`src/rtl/sb_pkg.sv`:
```
// Shared types and constants for the two-master system-bus arbiter.
// Combinational helpers only; no latency.
// No backpressure here; flow control lives in sb_arbiter.
package sb_pkg;

    localparam int N_MASTERS   = 2;
    // Slave index field inside the master address
    localparam int SLV_IDX_MSB = 31;
    localparam int SLV_IDX_LSB = 24;
    localparam int SLV_IDX_W   = SLV_IDX_MSB - SLV_IDX_LSB + 1;

    typedef enum logic [1:0] {
        ST_IDLE     = 2'd0,
        ST_ACCESS   = 2'd1,
        ST_DONE_ERR = 2'd2
    } state_e;

    // One master's request fields, held stable by the master until its ready
    typedef struct packed {
        logic        we;
        logic [3:0]  be;
        logic [31:0] addr;
        logic [31:0] wd;
    } mreq_t;

    // Round-robin pick between two masters: on a tie the master that was not
    // granted last wins, a lone requester always wins. Returns one-hot grant.
    function automatic logic [N_MASTERS-1:0] rr_pick(input logic [N_MASTERS-1:0] req,
                                                     input logic                 last);
        logic [N_MASTERS-1:0] g;
        g = '0;
        if (req == 2'b11) begin
            g = last ? 2'b01 : 2'b10;
        end else if (req[0]) begin
            g = 2'b01;
        end else if (req[1]) begin
            g = 2'b10;
        end
        return g;
    endfunction

endpackage

```
`src/rtl/sb_addr_decoder.sv`:
```
// Address decoder: slave index addr[31:24] -> one-hot select, mapped flag, cleared address.
// Purely combinational, zero latency.
// No backpressure; the caller decides when the select is used.
module sb_addr_decoder
    import sb_pkg::*;
#(
    parameter int N_SLAVES = 3
) (
    input  logic [31:0]         addr_i,
    output logic [N_SLAVES-1:0] sel_o,
    output logic                mapped_o,
    output logic [31:0]         addr_clr_o
);

    logic [SLV_IDX_W-1:0] idx;

    assign idx = addr_i[SLV_IDX_MSB:SLV_IDX_LSB];

    // Index compare and one-hot expansion; unmapped indices yield an all-zero select
    always_comb begin
        mapped_o   = (32'(idx) < 32'(N_SLAVES));
        addr_clr_o = addr_i;
        addr_clr_o[SLV_IDX_MSB:SLV_IDX_LSB] = '0;
        sel_o      = '0;
        for (int i = 0; i < N_SLAVES; i++) begin
            sel_o[i] = (idx == SLV_IDX_W'(i));
        end
    end

endmodule

```
`src/rtl/sb_arbiter.sv`:
```
// Two-master round-robin arbiter onto a decoded slave bus; optional ready timeout (SB_ARB_TIMEOUT_EN).
// Latency: one arbitration cycle plus slave wait states; zero-wait access completes 2 cycles after request.
// Backpressure: a master holds its request until its one-cycle m_ready_o pulse; slaves stall via s_ready_i.
module sb_arbiter
    import sb_pkg::*;
#(
    parameter int N_SLAVES = 3,
    parameter int TIMEOUT  = 16
) (
    input  logic                 clk_i,
    input  logic                 rst_i,
    input  logic [1:0]           m_req_i,
    input  logic [1:0]           m_we_i,
    input  logic [7:0]           m_be_i,
    input  logic [63:0]          m_addr_i,
    input  logic [63:0]          m_wd_i,
    output logic [63:0]          m_rd_o,
    output logic [1:0]           m_ready_o,
    output logic [N_SLAVES-1:0]  s_req_o,
    output logic                 s_we_o,
    output logic [3:0]           s_be_o,
    output logic [31:0]          s_addr_o,
    output logic [31:0]          s_wd_o,
    input  logic [31:0]          s_rd_i,
    input  logic                 s_ready_i,
    output logic                 err_o,
    output logic [1:0]           grant_o
);

    // Elaboration-time parameter sanity
    if (TIMEOUT < 2 || TIMEOUT > 255) begin : g_bad_timeout
        $error("sb_arbiter: TIMEOUT must be in 2..255");
    end
    if (N_SLAVES < 1 || N_SLAVES > 256) begin : g_bad_nslaves
        $error("sb_arbiter: N_SLAVES must be in 1..256");
    end

    state_e               state_q, state_d;
    logic [N_MASTERS-1:0] grant_q, grant_d;
    logic                 last_q,  last_d;   // index of the master granted last
`ifdef SB_ARB_TIMEOUT_EN
    logic [7:0]           cnt_q,   cnt_d;
`endif

    logic                 gidx;
    mreq_t                cur;
    logic [N_SLAVES-1:0]  dec_sel;
    logic                 dec_mapped;
    logic [31:0]          dec_addr;

    assign gidx    = grant_q[1];
    assign grant_o = grant_q;

    // Select the granted master's request fields (master 0 when nothing is granted)
    always_comb begin
        cur      = '0;
        cur.we   = m_we_i[gidx];
        cur.be   = gidx ? m_be_i[7:4]     : m_be_i[3:0];
        cur.addr = gidx ? m_addr_i[63:32] : m_addr_i[31:0];
        cur.wd   = gidx ? m_wd_i[63:32]   : m_wd_i[31:0];
    end

    sb_addr_decoder #(
        .N_SLAVES (N_SLAVES)
    ) u_dec (
        .addr_i     (cur.addr),
        .sel_o      (dec_sel),
        .mapped_o   (dec_mapped),
        .addr_clr_o (dec_addr)
    );

    // Bus outputs: slave side forwarded only in ACCESS, master completion on ready or error
    always_comb begin
        s_req_o   = '0;
        s_we_o    = 1'b0;
        s_be_o    = '0;
        s_addr_o  = '0;
        s_wd_o    = '0;
        m_ready_o = '0;
        m_rd_o    = '0;
        err_o     = 1'b0;
        case (state_q)
            ST_ACCESS: begin
                s_req_o  = dec_mapped ? dec_sel : '0;
                s_we_o   = cur.we;
                s_be_o   = cur.be;
                s_addr_o = dec_addr;
                s_wd_o   = cur.wd;
                if (dec_mapped && s_ready_i) begin
                    m_ready_o[gidx] = 1'b1;
                    if (gidx) begin
                        m_rd_o[63:32] = s_rd_i;
                    end else begin
                        m_rd_o[31:0]  = s_rd_i;
                    end
                end
            end
            ST_DONE_ERR: begin
                // Read data stays zero on an error completion
                m_ready_o[gidx] = 1'b1;
                err_o           = 1'b1;
            end
            default: ;
        endcase
    end

    // Next-state: arbitration in IDLE, completion / error / timeout in ACCESS
    always_comb begin
        state_d = state_q;
        grant_d = grant_q;
        last_d  = last_q;
`ifdef SB_ARB_TIMEOUT_EN
        cnt_d   = cnt_q;
`endif
        case (state_q)
            ST_IDLE: begin
                if (|m_req_i) begin
                    grant_d = rr_pick(m_req_i, last_q);
                    state_d = ST_ACCESS;
`ifdef SB_ARB_TIMEOUT_EN
                    cnt_d   = '0;
`endif
                end
            end
            ST_ACCESS: begin
                if (!dec_mapped) begin
                    state_d = ST_DONE_ERR;
                end else if (s_ready_i) begin
                    state_d = ST_IDLE;
                    grant_d = '0;
                    last_d  = gidx;
                end else begin
`ifdef SB_ARB_TIMEOUT_EN
                    // Give up once the wait count reaches TIMEOUT-1
                    cnt_d = cnt_q + 8'd1;
                    if (cnt_d == 8'(TIMEOUT - 1)) begin
                        state_d = ST_DONE_ERR;
                    end
`endif
                end
            end
            ST_DONE_ERR: begin
                state_d = ST_IDLE;
                grant_d = '0;
                last_d  = gidx;
            end
            default: begin
                state_d = ST_IDLE;
                grant_d = '0;
            end
        endcase
    end

    // State registers; reset leaves master 1 as last-granted so master 0 wins first
    always_ff @(posedge clk_i or posedge rst_i) begin
        if (rst_i) begin
            state_q <= ST_IDLE;
            grant_q <= '0;
            last_q  <= 1'b1;
`ifdef SB_ARB_TIMEOUT_EN
            cnt_q   <= '0;
`endif
        end else begin
            state_q <= state_d;
            grant_q <= grant_d;
            last_q  <= last_d;
`ifdef SB_ARB_TIMEOUT_EN
            cnt_q   <= cnt_d;
`endif
        end
    end

endmodule

```
`config.mk`:
```
export PLATFORM = sky130hd
export DESIGN_NAME = sb_arbiter
export DESIGN_NICKNAME = d
export VERILOG_FILES = /design/src/rtl/sb_pkg.sv /design/src/rtl/sb_addr_decoder.sv /design/src/rtl/sb_arbiter.sv
export SDC_FILE = /design/constraint.sdc
export NUM_CORES = 1
export LEC_CHECK = 0
export ABC_CLOCK_PERIOD_IN_PS = 1500
export BUFFER_PORTS_ARGS = -buffer_cell sky130_fd_sc_hd__buf_2
export CAP_MARGIN = 20
export CORE_AREA = 10 10 115 117
export CTS_BUF_LIST = sky130_fd_sc_hd__clkbuf_4 sky130_fd_sc_hd__clkbuf_8 sky130_fd_sc_hd__clkbuf_16
export CTS_CLUSTER_DIAMETER = 60
export DETAILED_ROUTE_END_ITERATION = 8
export DIE_AREA = 0 0 125 127
export HOLD_SLACK_MARGIN = 0.08
export PLACE_DENSITY = 0.58
export SETUP_SLACK_MARGIN = 0.4
export SLEW_MARGIN = 5
export SYNTH_ARGS = -nofsm -noshare
export SYNTH_HDL_FRONTEND = slang
export SYNTH_SLANG_ARGS = --single-unit
```
`constraint.sdc`:
```
create_clock -name clk_i -period 1.5 [get_ports clk_i]
set_clock_uncertainty 0.15 [all_clocks]
set_input_delay 0.225 -clock clk_i [delete_from_list [all_inputs] [get_ports clk_i]]
set_output_delay 0.225 -clock clk_i [all_outputs]
set_load 0.01 [all_outputs]
```
* Word level (Yosys, flattened, before mapping)
Cells that the tools add are included.
** Storage, ports and cells
- Bits in registers :: 5
- Bits in latches :: 0
- Memory bits (writable) :: 0
- ROM bits :: 0
- Input port bits :: 175
- Memories kept :: 0
** Operators by class
- Add/subtract/negate cells :: 0
- Multiply operators :: 0
- Div/mod/pow operators :: 0
- $lt $le $gt $ge :: 3
- Eq/ne operators :: 9
- Shifts and indexed selects :: 0
- Multiplexer cells :: 34
- Bitwise operators :: 0
- Reductions and logical operators :: 9
** Operator list (count)
- two-way mux 32 bit :: 5
- two-way mux 64 bit :: 2
- two-way mux 24 bit :: 1
- two-way mux 2 bit :: 10
- case mux 2 bit (2 select lines) :: 3
- equality test 8 x 1 -> 1 bit (second input constant) :: 1
- equality test 8 x 2 -> 1 bit (second input constant) :: 1
- zero test 8 bit :: 1
- less-than comparator 8 x 2 -> 1 bit (second input constant) :: 1
- two-way mux 4 bit :: 2
- two-way mux 1 bit :: 7
- two-way mux 3 bit :: 2
- inequality test 2 bit (second input constant) :: 3
- AND reduction 3 bit :: 2
- equality test 2 bit (second input constant) :: 2
- inequality test 3 bit (second input constant) :: 1
- equality test 2 x 1 -> 1 bit (second input constant) :: 1
- logical AND 1 bit :: 2
- zero test 2 bit :: 1
- less-than comparator 1 x 2 -> 1 bit (second input constant) :: 1
- case mux 1 bit (2 select lines) :: 1
- AND reduction 2 bit :: 1
- nonzero test 2 bit :: 1
- OR reduction 2 bit :: 1
- 2 further kinds :: 2

* Longest topological paths before layout
- Depth after elaboration :: 6
- Depth in mapped cells :: 7

* Hierarchy
A second synthesis with hierarchy kept.
** Second synthesis, totals
- Cell total of the unflattened synthesis :: 310
- Area, all modules :: 2351.0 µm²
** Modules (own cells, without submodules)
- sb_arbiter :: times used 1, cells an instance 270, area each 2050.7 µm², sequential area each 126.4 µm²
- sb_addr_decoder :: times used 1, cells an instance 40, area each 300.3 µm², sequential area each 0.0 µm²

* Worst setup path before layout
Ideal clock, no wire load.
- Path type :: register to output
- From :: register state_q[1]
- To :: output s_addr_o[0]
- Data arrival time :: 1.362 ns
- Path slack :: -0.237 ns
- Stages on the path, launching flop included :: 7
- Buffers on the path :: 2
- Path through :: dfrtp_1 inv_1 ha_1 clkbuf_1 inv_2 clkbuf_1 nor2_1
** On the way
- Cells in the longest elaborated chain, start to end :: 2
** RTL lines
- start: declaration :: line sb_arbiter.sv:38 : state_e state_q, state_d;
- start signal: assignment :: line sb_arbiter.sv:164 : state_q <= state_d;
- equality test 2 x 1 -> 1 bit :: line sb_arbiter.sv:82 : case (state_q)
- two-way mux 24 bit :: line sb_arbiter.sv:82
- end: declaration :: line sb_arbiter.sv:22 : output logic [31:0] s_addr_o,
Every way passes these cells.

* Final worst setup path
- From :: register state_q[1]
- To :: output m_rd_o[34]
** On the way
- Cells in the longest elaborated chain, start to end :: 2
** RTL lines
- equality test 2 x 1 -> 1 bit :: line sb_arbiter.sv:82
- two-way mux 64 bit :: line sb_arbiter.sv:82
- end: declaration :: line sb_arbiter.sv:17 : output logic [63:0] m_rd_o,
Every way passes these cells.

==> impl_metrics.env <==
export IMPL_status="finished with violations"
export IMPL_violations="setup timing"
export IMPL_hpwl_um=12290
export IMPL_p_int_mw=4.997
export IMPL_p_seq_share_pct=3.2
export IMPL_fp_dieW_um=125
export IMPL_yosys_warnings=0
export IMPL_antenna_found_initial=0
export IMPL_worstPathMaxFanout=8
export IMPL_grt_pass1_wl_um=24110
export IMPL_pwr_share_comb_pct=91.4
export IMPL_root_buffer="clkbuf_16"
export IMPL_avgSynthCellArea_sq_um=7.035
export IMPL_grt_usage_pct=18.56
export IMPL_synth_edf_count=0
export IMPL_seq_area_frac_synth_pct=6.215
export IMPL_p_sw_share_pct=42.08
export IMPL_grt_overflow=0
export IMPL_grt_pass1_vias=3924
export IMPL_rsz0062_at_grt="yes"
export IMPL_routed_wirelength_um=16860
export IMPL_hold_viol=0
export IMPL_clk_latency_ns=0.23
export IMPL_whs_ns=0.1898
export IMPL_critPathKind="reg2out"
export IMPL_diodes=0
export IMPL_grt_start_max_net_pins=32
export IMPL_clk_pin_slew_ns=0.03
export IMPL_antenna_left=0
export IMPL_gp_congestion=0.8801
export IMPL_drtIter0Drc=99
export IMPL_drc=0
export IMPL_critical_path_startpoint_type="register"
export IMPL_dr_pass1_iters=4
export IMPL_ioPinCount=316
export IMPL_viasPerCell=4.534
export IMPL_finalSetupTns_ns=-59.34
export IMPL_yosysTopAreaCell="mux2i_1"
export IMPL_finalPower_mw=8.628
export IMPL_coreArea_sq_mm=0.01113
export IMPL_maxCapViolCount=0
export IMPL_syn_cell_area_sq_mm=0.002033
export IMPL_required_ns=1.12
export IMPL_final_nets=838
export IMPL_worstPathArrival_ns=1.65
export IMPL_clockBufferDepth=2
export IMPL_tritoncts="done"
export IMPL_fmax_mhz=494.3
export IMPL_vdd_drop_max_uv=1295
export IMPL_io_buffers=307
export IMPL_yosys_area_top_type_share_pct=30.03
export IMPL_p_clk_share_pct=5.4
export IMPL_dr_total_vias=3636
export IMPL_synth_ff_type="dfrtp_1"
export IMPL_wl_per_cell_um=21.02
export IMPL_h_tree_depth=1
export IMPL_row_count=39
export IMPL_yosysMostFrequentCell="nor2_1"
export IMPL_p_per_area_mw_per_mm2=1260
export IMPL_min_path_type="in2reg"
export IMPL_start_util_pct=18.27
export IMPL_ys_types=38
export IMPL_finalCritPeriodShare_pct=134.9
export IMPL_cts_buffers=3
export IMPL_die_y_um=127
export IMPL_endpoint_kind="output pin"
export IMPL_min_period_ns=2.023
export IMPL_maxSlewViolCount=0
export IMPL_report_final_setup_viol=137
export IMPL_p_leak_nw=3.087
export IMPL_syn_inst=289
export IMPL_nFillCells=885
export IMPL_area_growth_pct=236.7
export IMPL_die_area_sq_mm=0.01588
export IMPL_multi_input_area_sq_mm=0.003070
export IMPL_layout_setup_ws_ns=-0.5231
export IMPL_ys_ff_latch=5
export IMPL_switchingPower_mw=3.630
export IMPL_synthTopCellsByCount="68 x nor2_1, 62 x and2_1, 61 x mux2i_1"
export IMPL_drive_above_1_share_pct=92.56
export IMPL_synthArstFlopShare_pct=100.0
export IMPL_cts_sinks=5
export IMPL_synthTopCellsByArea="mux2i_1 30%, and2_1 19%, nor2_1 13%"
export IMPL_register_area_sq_um=130.1
-- cell families after synthesis --
family	share of synthesized area (%)
compound gates	7.754
buf+inv	11.63
flops	6.216
simple gates	42.34
mux	30.03
other cells	0.1844
fa+ha+maj	1.846
-- final cells by class --
cell class	count	share of cell area [%]
Timing Repair Buffer	389	48.43
Multi-Input combinational cell	252	44.85
Tap cell	143	2.613
Sequential cell	5	1.901
Clock buffer	4	1.206
Inverter	8	0.7127
Timing Repair inverter	1	0.2924
-- repair_timing --
item	in CTS	in global routing
gates cloned	10	2
resized for setup	178	63
endpoints found under the setup margin	138	138
hold buffers	1	0
hold endpoints to repair	5	0
pin swaps	43	29
buffers inserted	19	6
-- final timing paths --
check                        endpoint  startpoint  slack, ns  cells past startpoint
setup / recovery           m_rd_o[34]  state_q[1]      -0.52                      8
hold / removal             grant_o[1]  m_req_i[1]       0.19                      3
setup reg to reg           state_q[1]  state_q[1]      -0.19                      9
hold reg to reg                last_q      last_q       0.39                      2
max in group asynchronous      last_q       rst_i       0.68                      3
min in group asynchronous  grant_o[1]       rst_i       0.28                      3
-- worst max-delay path: stages (launching register included) --
cell and delay (ns):
dfrtp_1 0.39, inv_2 0.09, ha_4 0.16, nand2_4 0.07, nor2_4 0.18, buf_4 0.16
buf_12 0.11, and2_4 0.15, buf_6 0.10
-- registers in the layout (all words and copies together), names as in the netlist --
signal,count
last_q,1
grant_o,2
state_q,2
-- layout by cell type, fill, tap and decap left out, types with 4 or more instances in the layout --
| cell type | count |
|---|---|
| nor2_1 | 4 |
| nor2_4 | 54 |
| conb_1 | 8 |
| inv_1 | 5 |
| buf_4 | 40 |
| clkbuf_16 | 5 |
| buf_6 | 116 |
| mux2i_4 | 49 |
| buf_2 | 202 |
| and2_4 | 62 |
| mux2i_1 | 4 |
| a21oi_2 | 5 |
| buf_12 | 15 |
| mux2i_2 | 8 |
| buf_16 | 10 |
| nor2_2 | 12 |
-- per-stage QoR --
step | setup slack [ns] | instances | utilization [%] | instance area, sq um
6_report | -0.5231 | 802 | 61.54 | 6847
4_1_cts | -0.4925 | 794 | 57.79 | 6430
3_5_place_dp | -0.4112 | 760 | 44.25 | 4923
3_3_place_gp | -0.3856 | 760 | 44.25 | 4923
5_1_grt | -0.5547 | 802 | 61.54 | 6847
2_1_floorplan | -0.05273 | 296 | - | 3176
-- power by group through the flow --
stage | Sequential, mW | Clock [mW] | Combinational (mW)
3_5_place_dp | 0.313 | 0 | 5.19
6_report | 0.280 | 0.462 | 7.89
5_1_grt | 0.287 | 0.477 | 8.28
3_3_place_gp | 0.309 | 0 | 5.12
4_1_cts | 0.268 | 0.464 | 7.37
2_1_floorplan | 0.247 | 0 | 3.91
-- metal layers --
layer	vias up	GRT usage [%]	share of wire, %
met5	-	0	0
met4	0	1.762	1.2
met3	16	3.433	5.7
met2	151	37.06	58
met1	1769	20.39	36
li1	1700	-	-
Note: power is estimated with default switching activity, not from simulation.
